===== src/rtl/vga_timing_pkg.sv =====
// Default 640x480@60 VGA timing constants, derived sync windows and colour codes
// shared by the sync generator and anything that drives graph_rgb.
package vga_timing_pkg;

  localparam int H_DISPLAY = 640;
  localparam int H_FRONT   = 16;
  localparam int H_SYNC    = 96;
  localparam int H_BACK    = 48;
  localparam int V_DISPLAY = 480;
  localparam int V_FRONT   = 10;
  localparam int V_SYNC    = 2;
  localparam int V_BACK    = 33;

  localparam int H_TOTAL  = H_DISPLAY + H_FRONT + H_SYNC + H_BACK;
  localparam int V_TOTAL  = V_DISPLAY + V_FRONT + V_SYNC + V_BACK;
  // Sync windows are half-open: [START, END)
  localparam int HS_START = H_DISPLAY + H_FRONT;
  localparam int HS_END   = HS_START + H_SYNC;
  localparam int VS_START = V_DISPLAY + V_FRONT;
  localparam int VS_END   = VS_START + V_SYNC;

  typedef logic [2:0] rgb_t;

  localparam rgb_t BLACK = 3'b000;
  localparam rgb_t BLUE  = 3'b001;
  localparam rgb_t GREEN = 3'b010;
  localparam rgb_t WHITE = 3'b111;

  // 11 bits so a window edge of 1024 still compares correctly against a 10-bit counter
  function automatic logic in_window(input logic [10:0] v, input logic [10:0] lo,
                                     input logic [10:0] hi);
    return (v >= lo) && (v < hi);
  endfunction

endpackage


===== src/rtl/sync_delay_line.sv =====
// WIDTH x DEPTH shift register with async reset to a per-bit value; DEPTH=0 is a
// straight wire so the caller can tune latency down to zero.
module sync_delay_line #(
  parameter int               WIDTH   = 1,
  parameter int               DEPTH   = 1,
  parameter logic [WIDTH-1:0] RST_VAL = '0
) (
  input  logic             CLK,
  input  logic             RESET,
  input  logic [WIDTH-1:0] din,
  output logic [WIDTH-1:0] dout
);

  generate
    if (DEPTH == 0) begin : g_bypass
      logic unused_clk_rst;
      assign unused_clk_rst = CLK | RESET;
      assign dout = din;
    end else begin : g_pipe
      logic [WIDTH-1:0] stage [DEPTH];

      always_ff @(posedge CLK or posedge RESET) begin
        if (RESET) begin
          for (int i = 0; i < DEPTH; i++) stage[i] <= RST_VAL;
        end else begin
          stage[0] <= din;
          for (int i = 1; i < DEPTH; i++) stage[i] <= stage[i-1];
        end
      end

      assign dout = stage[DEPTH-1];
    end
  endgenerate

endmodule


===== src/rtl/vga_sync_gen.sv =====
// VGA raster counters plus sync/video decode, delayed to line up with the text
// generator's pipeline, and final blanking of its colour onto the connector pins.
module vga_sync_gen
  import vga_timing_pkg::*;
#(
  parameter int H_DISPLAY = vga_timing_pkg::H_DISPLAY,
  parameter int H_FRONT   = vga_timing_pkg::H_FRONT,
  parameter int H_SYNC    = vga_timing_pkg::H_SYNC,
  parameter int H_BACK    = vga_timing_pkg::H_BACK,
  parameter int V_DISPLAY = vga_timing_pkg::V_DISPLAY,
  parameter int V_FRONT   = vga_timing_pkg::V_FRONT,
  parameter int V_SYNC    = vga_timing_pkg::V_SYNC,
  parameter int V_BACK    = vga_timing_pkg::V_BACK,
  parameter int CLK_DIV   = 1,
  parameter int PIPE_DLY  = 2
) (
  input  logic       CLK,
  input  logic       RESET,
  input  logic [2:0] graph_rgb,
  output logic [9:0] pix_x,
  output logic [9:0] pix_y,
  output logic       video_on,
  output logic       hsync,
  output logic       vsync,
  output logic [2:0] rgb,
  output logic       frame_tick
);

  localparam int LINE_LEN    = H_DISPLAY + H_FRONT + H_SYNC + H_BACK;
  localparam int FRAME_LINES = V_DISPLAY + V_FRONT + V_SYNC + V_BACK;
  localparam int HS_LO       = H_DISPLAY + H_FRONT;
  localparam int HS_HI       = HS_LO + H_SYNC;
  localparam int VS_LO       = V_DISPLAY + V_FRONT;
  localparam int VS_HI       = VS_LO + V_SYNC;
  localparam int DIV_W       = (CLK_DIV > 1) ? $clog2(CLK_DIV) : 1;

  localparam logic [DIV_W-1:0] DIV_MAX = DIV_W'(CLK_DIV - 1);
  localparam logic [9:0]       X_MAX   = 10'(LINE_LEN - 1);
  localparam logic [9:0]       Y_MAX   = 10'(FRAME_LINES - 1);
  // Delay-line bit order is {hsync, vsync, video}; syncs idle high
  localparam logic [2:0]       DLY_RST = 3'b110;

  logic [DIV_W-1:0] div_cnt;
  logic             pix_tick;
  logic             x_wrap;
  logic             y_wrap;
  logic             video_raw;
  logic             hsync_raw;
  logic             vsync_raw;
  logic [2:0]       dly_out;

  assign pix_tick = (div_cnt == DIV_MAX);
  assign x_wrap   = (pix_x == X_MAX);
  assign y_wrap   = (pix_y == Y_MAX);

  always_ff @(posedge CLK or posedge RESET) begin
    if (RESET) begin
      div_cnt <= '0;
    end else if (pix_tick) begin
      div_cnt <= '0;
    end else begin
      div_cnt <= div_cnt + 1'b1;
    end
  end

  // frame_tick is armed only by a real wrap, so the (0,0) after reset never pulses
  always_ff @(posedge CLK or posedge RESET) begin
    if (RESET) begin
      pix_x      <= '0;
      pix_y      <= '0;
      frame_tick <= 1'b0;
    end else begin
      frame_tick <= pix_tick && x_wrap && y_wrap;
      if (pix_tick) begin
        if (x_wrap) begin
          pix_x <= '0;
          pix_y <= y_wrap ? '0 : pix_y + 10'd1;
        end else begin
          pix_x <= pix_x + 10'd1;
        end
      end
    end
  end

  assign video_raw = ({1'b0, pix_x} < 11'(H_DISPLAY)) && ({1'b0, pix_y} < 11'(V_DISPLAY));
  assign hsync_raw = !in_window({1'b0, pix_x}, 11'(HS_LO), 11'(HS_HI));
  assign vsync_raw = !in_window({1'b0, pix_y}, 11'(VS_LO), 11'(VS_HI));

  sync_delay_line #(
    .WIDTH   (3),
    .DEPTH   (PIPE_DLY),
    .RST_VAL (DLY_RST)
  ) u_sync_delay_line (
    .CLK   (CLK),
    .RESET (RESET),
    .din   ({hsync_raw, vsync_raw, video_raw}),
    .dout  (dly_out)
  );

  // graph_rgb is already PIPE_DLY behind the counters, so it pairs with dly_out here
  always_ff @(posedge CLK or posedge RESET) begin
    if (RESET) begin
      hsync    <= 1'b1;
      vsync    <= 1'b1;
      video_on <= 1'b0;
      rgb      <= BLACK;
    end else begin
      hsync    <= dly_out[2];
      vsync    <= dly_out[1];
      video_on <= dly_out[0];
      rgb      <= dly_out[0] ? graph_rgb : BLACK;
    end
  end

endmodule


===== config.mk =====
export PLATFORM = sky130hd
export DESIGN_NAME = vga_sync_gen
export DESIGN_NICKNAME = d
export VERILOG_FILES = /design/src/rtl/vga_timing_pkg.sv /design/src/rtl/sync_delay_line.sv /design/src/rtl/vga_sync_gen.sv
export SDC_FILE = /design/constraint.sdc
export NUM_CORES = 1
export LEC_CHECK = 0
export ABC_AREA = 1
export CORE_ASPECT_RATIO = 1.5
export CORE_MARGIN = 10
export CORE_UTILIZATION = 54
export CTS_CLUSTER_DIAMETER = 150
export CTS_CLUSTER_SIZE = 28
export DETAILED_ROUTE_END_ITERATION = 7
export PLACE_DENSITY = 0.83
export SLEW_MARGIN = 10
export SYNTH_ARGS = -nofsm -noshare
export SYNTH_HDL_FRONTEND = slang
export SYNTH_SLANG_ARGS = --single-unit

===== constraint.sdc =====
create_clock -name CLK -period 2.36 [get_ports CLK]
set_input_delay 0.59 -clock CLK [delete_from_list [all_inputs] [get_ports CLK]]
set_output_delay 0.59 -clock CLK [all_outputs]
set_load 0.02 [all_outputs]

Word-level counts from Yosys, hierarchy flattened
Index checks and enable logic that the tools add are counted.

operators by class
  add/sub/neg operators = 3
  $mul = 0
  divide/modulo/power cells = 0
  $lt $le $gt $ge = 6
  equal/unequal tests = 2
  shifts and indexed selects = 0
  multiplexer cells = 4
  bitwise operators = 1
  reduce and logical (&&, ||, !) cells = 8

operator list
  cell                                                  number
  adder 10 x 1 -> 10 bit, second input constant         2
  equality test 10 bit, second input constant           2
  < comparator 10 bit, second input constant            2
  < comparator 10 x 9 -> 1 bit, second input constant   2
  2-to-1 mux 10 bit                                     2
  >= comparator 10 bit, second input constant           1
  >= comparator 10 x 9 -> 1 bit, second input constant  1
  logical AND 1 bit                                     5
  2-to-1 mux 3 bit                                      1
  zero test 1 bit                                       2
  AND reduction 2 bit                                   1
  adder 1 bit, second input constant                    1
  2-to-1 mux 1 bit                                      1
  inverter 1 bit                                        1

word-level totals
  bits in registers = 34
  latch bits = 0
  memory bits (writable) = 0
  ROM bits = 0
  output and inout bits = 27
  memories = 0

Depth between registers and ports, before layout
  depth after elaboration = 3
  mapped depth = 9

Hierarchy
Synthesis repeated with hierarchy kept, for this count alone.

second synthesis, totals
  cell total of the unflattened synthesis = 177
  area total of the unflattened synthesis = 1,591.5 um^2

by module, submodules not included
  module           times used  cells each  area an instance (um^2)  seq. area each (um^2)
  vga_sync_gen     1           167         1,410.1                  678.2
  sync_delay_line  1           10          181.4                    155.1

Worst setup path before layout
OpenSTA, ideal clock, no wires.

  kind = register to register
  from = register pix_x[0]
  to = register pix_y[5]
  setup time = 122 ps
  arrival = 1,378 ps
  data required time = 2,238 ps
  path slack = 860 ps
  cell stages (with the launch flop) = 8
  buffers on the path = 0
  period minus slack after synthesis = 1,500 ps
  path through = dfrtp_1 > ha_1 > nand2_2 > nor2_2 > inv_2 > nor2_4 > nand3_2 > xor2_1

between the ends
  longest elaborated chain between the ends = 2

ends and longest elaborated chain
  what                           RTL line            text
  from (decl)                    vga_sync_gen.sv:20  output logic [9:0] pix_x,
  from (signal assigned)         vga_sync_gen.sv:79  pix_x <= pix_x + 10'd1;
  equality test 10 bit           vga_sync_gen.sv:53  assign x_wrap = (pix_x == X_MAX);
  AND reduction 2 bit (no line)  n/a
  to (signal assigned)           vga_sync_gen.sv:77  pix_y <= y_wrap ? '0 : pix_y + 10'd1;
  to (decl)                      vga_sync_gen.sv:21  output logic [9:0] pix_y,

Every way passes these cells.
A chain may end at the register's enable or synchronous reset.

Worst setup path after layout
  from = register pix_y[4]
  to = output port pix_y[4]

No word-level cell between the ends.

==> out/metrics.csv <==
metric,value,unit
Via density,5.04,
dpl hpwl,2.67,mm
largest net degree at the start of global routing,34,
Logic pwr share,2.8,%
IO Port Bufs,31,
P_sw,217,uW
sink of the worst hold path,hsync,
Yosys warnings,0,
RSZ-0062 raised after global routing,no,
dpl cell area,1920,sq um
Crit Path Class,reg -> out,
Min Hold Slack,0.358,ns
Tot Pwr,1.06,mW
Worst Clk Skew,0.00458,ns
grt ovf,0,
vias in the first global route,1328,
Overall Global Routing Usage,14.0,%
CTS Buffer Depth,2,
Netlist Area Pre-Place,1570,sq um
CTS tree,done,
post-cts sizing count,0,
Post-synth EDFFs,0,
critical path depth,1,
relative max-transition margin,73.4,%
initial core utilization,57.3,%
Setup Viol. Count Final,0,
crit-path cells,clkdlybuf4s50_1,
Clock power frac,43.6,%
initial drt markers,47,
Reg power frac,53.7,%
Reg2Reg Depth,8,
Synth Register Bits,33,
Cell variety after synth,25,
final period utilization,85.9,%
first-pass GRT wire length,6.06,mm
H-Tree Depth,2,
"top cells by area, synth","dfrtp_1 (43%), dfstp_2 (10%), nand2_1 (8.4%), inv_1 (6.0%), nor2_1 (5.0%)",
Placeable Area,2730,sq um
R2R setup slack,0.71,ns
max incr delay on CP,0.66,ns
routed len/inst,14.3,microns
Final min period,2.03,ns
"Reg clk slew, reported paths",0.06,ns
# nets final,220,
fraction of layout cells with a size suffix above 1,14.2,%
CTS Hold Bufs,0,
dpl ws,0.655,ns
Setup WS post-layout,0.333,ns
highest-delay cell along the critical path,clkdlybuf4s50_1,
Fill cells,196,
Worst R2R Start,pix_x[0],
Die Span X,64.0,microns
"CP delay by family, top",buffers and inverters,
largest area contributor in the netlist,dfrtp_1,
Slew Limit Fails,0,
Post-Syn Nets,182,
CTS Buf Count,5,
Leak Pwr,0.883,nW
residual DRC count,0,
vias post-DR,1255,
crit path max fanout,8,
register area share after synthesis,53.2,%
Hold Path Cell Cnt,0,
Hold WC Path Type,reg -> reg,
hold_sp,u_sync_delay_line.dout[2],
Worst setup EP type,primary output,
Post-CTS Repair Setup Buffers,0,
Cell Int Power,844,uW
synth cell count leaders,"nand2_1 (35), dfrtp_1 (27), inv_1 (25)",
Worst Path Buf+Inv,1,
setup TNS,0,ns
clock sinks,33,
Required @ worst endpoint,1.77,ns
most common cell in the synthesized netlist,nand2_1,
Reg2Reg Capture Point,pix_y[4],
fmax,493,MHz
Die Ht,85.9,microns
fin area,2020,sq um
measured slew at the worst slew-check pin,0.399,ns
post-synth top area share,43.2,%
Maximum Capacitance Violations,0,
first drt pass iteration count,5,
"FFs w/ async S/R, synth",100,%
Site Rows,23,
diode count,0,
final antenna-violating net count,0,
clk root buf,clkbuf_8,
Post-synth top flop,dfrtp_1,
Mapped Cells,173,
Die Area,5500,sq um
"Arr. time, crit path",1.44,ns
synthesized area per cell,9.05,sq um
crit start category,register,
WL final,3.57,mm
status,"complete, no violations",
initial antenna violation count,0,
IO Count,32,
maximum VDD drop,0.558,mV
final hold vios,0,
switching part of the total,20.5,%
power density over cell area,526,nW/um^2
Area Growth Syn to Fin,29.0,%
clk_lat worst skew,0.29,ns
final RePlAce weighted congestion,0.867,
==> per-layer routing <==
metal	routed length [microns]	track usage [%]	vias up
met3	246	6.25	8
met1	1380	14.0	591
met5	0	0	-
li1	-	-	617
met2	1880	23.7	39
met4	65	7.58	0
==> layout make-up <==
type	instances	area, sq um	share of cell area [%]
sequential	33	833	41.3
clock buffer	7	96.3	4.77
inverter	27	101	5.02
tap	37	46.3	2.29
timing repair buffer	32	318	15.7
clock inverter	1	5.00	0.248
multi-input combinational	112	619	30.7
==> registers in the layout, summed over array words and instances (netlist names) <==
name	count
pix_x	10
u_sync_delay_line.dout	3
u_sync_delay_line.g_pipe.stage	3
rgb	3
frame_tick	1
pix_y	10
vsync	1
video_on	1
hsync	1
==> power by group through the flow <==
stage / clock [mW] / sequential, mW / combinational, mW
finish: 0.462 / 0.569 / 0.0296
global route: 0.498 / 0.569 / 0.0326
CTS: 0.474 / 0.569 / 0.0310
detailed placement: 0 / 0.579 / 0.0310
global placement: 0 / 0.579 / 0.0299
floorplan: 0 / 0.583 / 0.0101
==> worst max-delay path by stage <==
stage                     startpoint  endpoint
after floorplan             pix_x[0]  pix_y[5]
after global placement         vsync     vsync
after detailed placement    pix_y[4]  pix_y[4]
after CTS                   pix_y[4]  pix_y[4]
after global routing        pix_y[4]  pix_y[4]
final                       pix_y[4]  pix_y[4]
==> metrics by stage <==
step,instances,utilization [%]
after floorplan,173,-
after global placement,241,70.2
after detailed placement,241,70.2
after CTS,249,73.9
after global routing,249,73.9
final,249,73.9
==> cell usage in the layout, fill, tap and decap left out, drive strengths merged <==
master	n
nand2	38
clkdlybuf4s50	31
dfrtp	27
inv	27
nor2	26
nand3	11
o21ai	8
xor2	7
clkbuf	7
dfstp	6
nand4	6
nor3	5
ha	4
xnor2	2
nor4	2
or2	1
a21oi	1
o211ai	1
clkinv	1
buf	1
==> worst reg2reg max path, delay by kind of cell (launching register included) <==
kind	cells	cell delay, ns
and+or+nand+nor	5	0.61
adders and majority gates	1	0.24
DFF	1	0.45
buffers and inverters	1	0.17
AOI/OAI and AO/OA	1	0.07
==> kinds of logic (layout without fill, tap and decap cells) <==
logic type / after synthesis / count (layout) / synth area share [%]
AOI/OAI and AO/OA: 10 / 10 / 3.36
xor gates and xnor gates: 9 / 9 / 5.04
adders and majority gates: 4 / 4 / 3.20
buffers and inverters: 28 / 67 / 7.19
DFF: 33 / 33 / 53.2
and+or+nand+nor: 89 / 89 / 28.0
(Power assumes the default switching activity.)
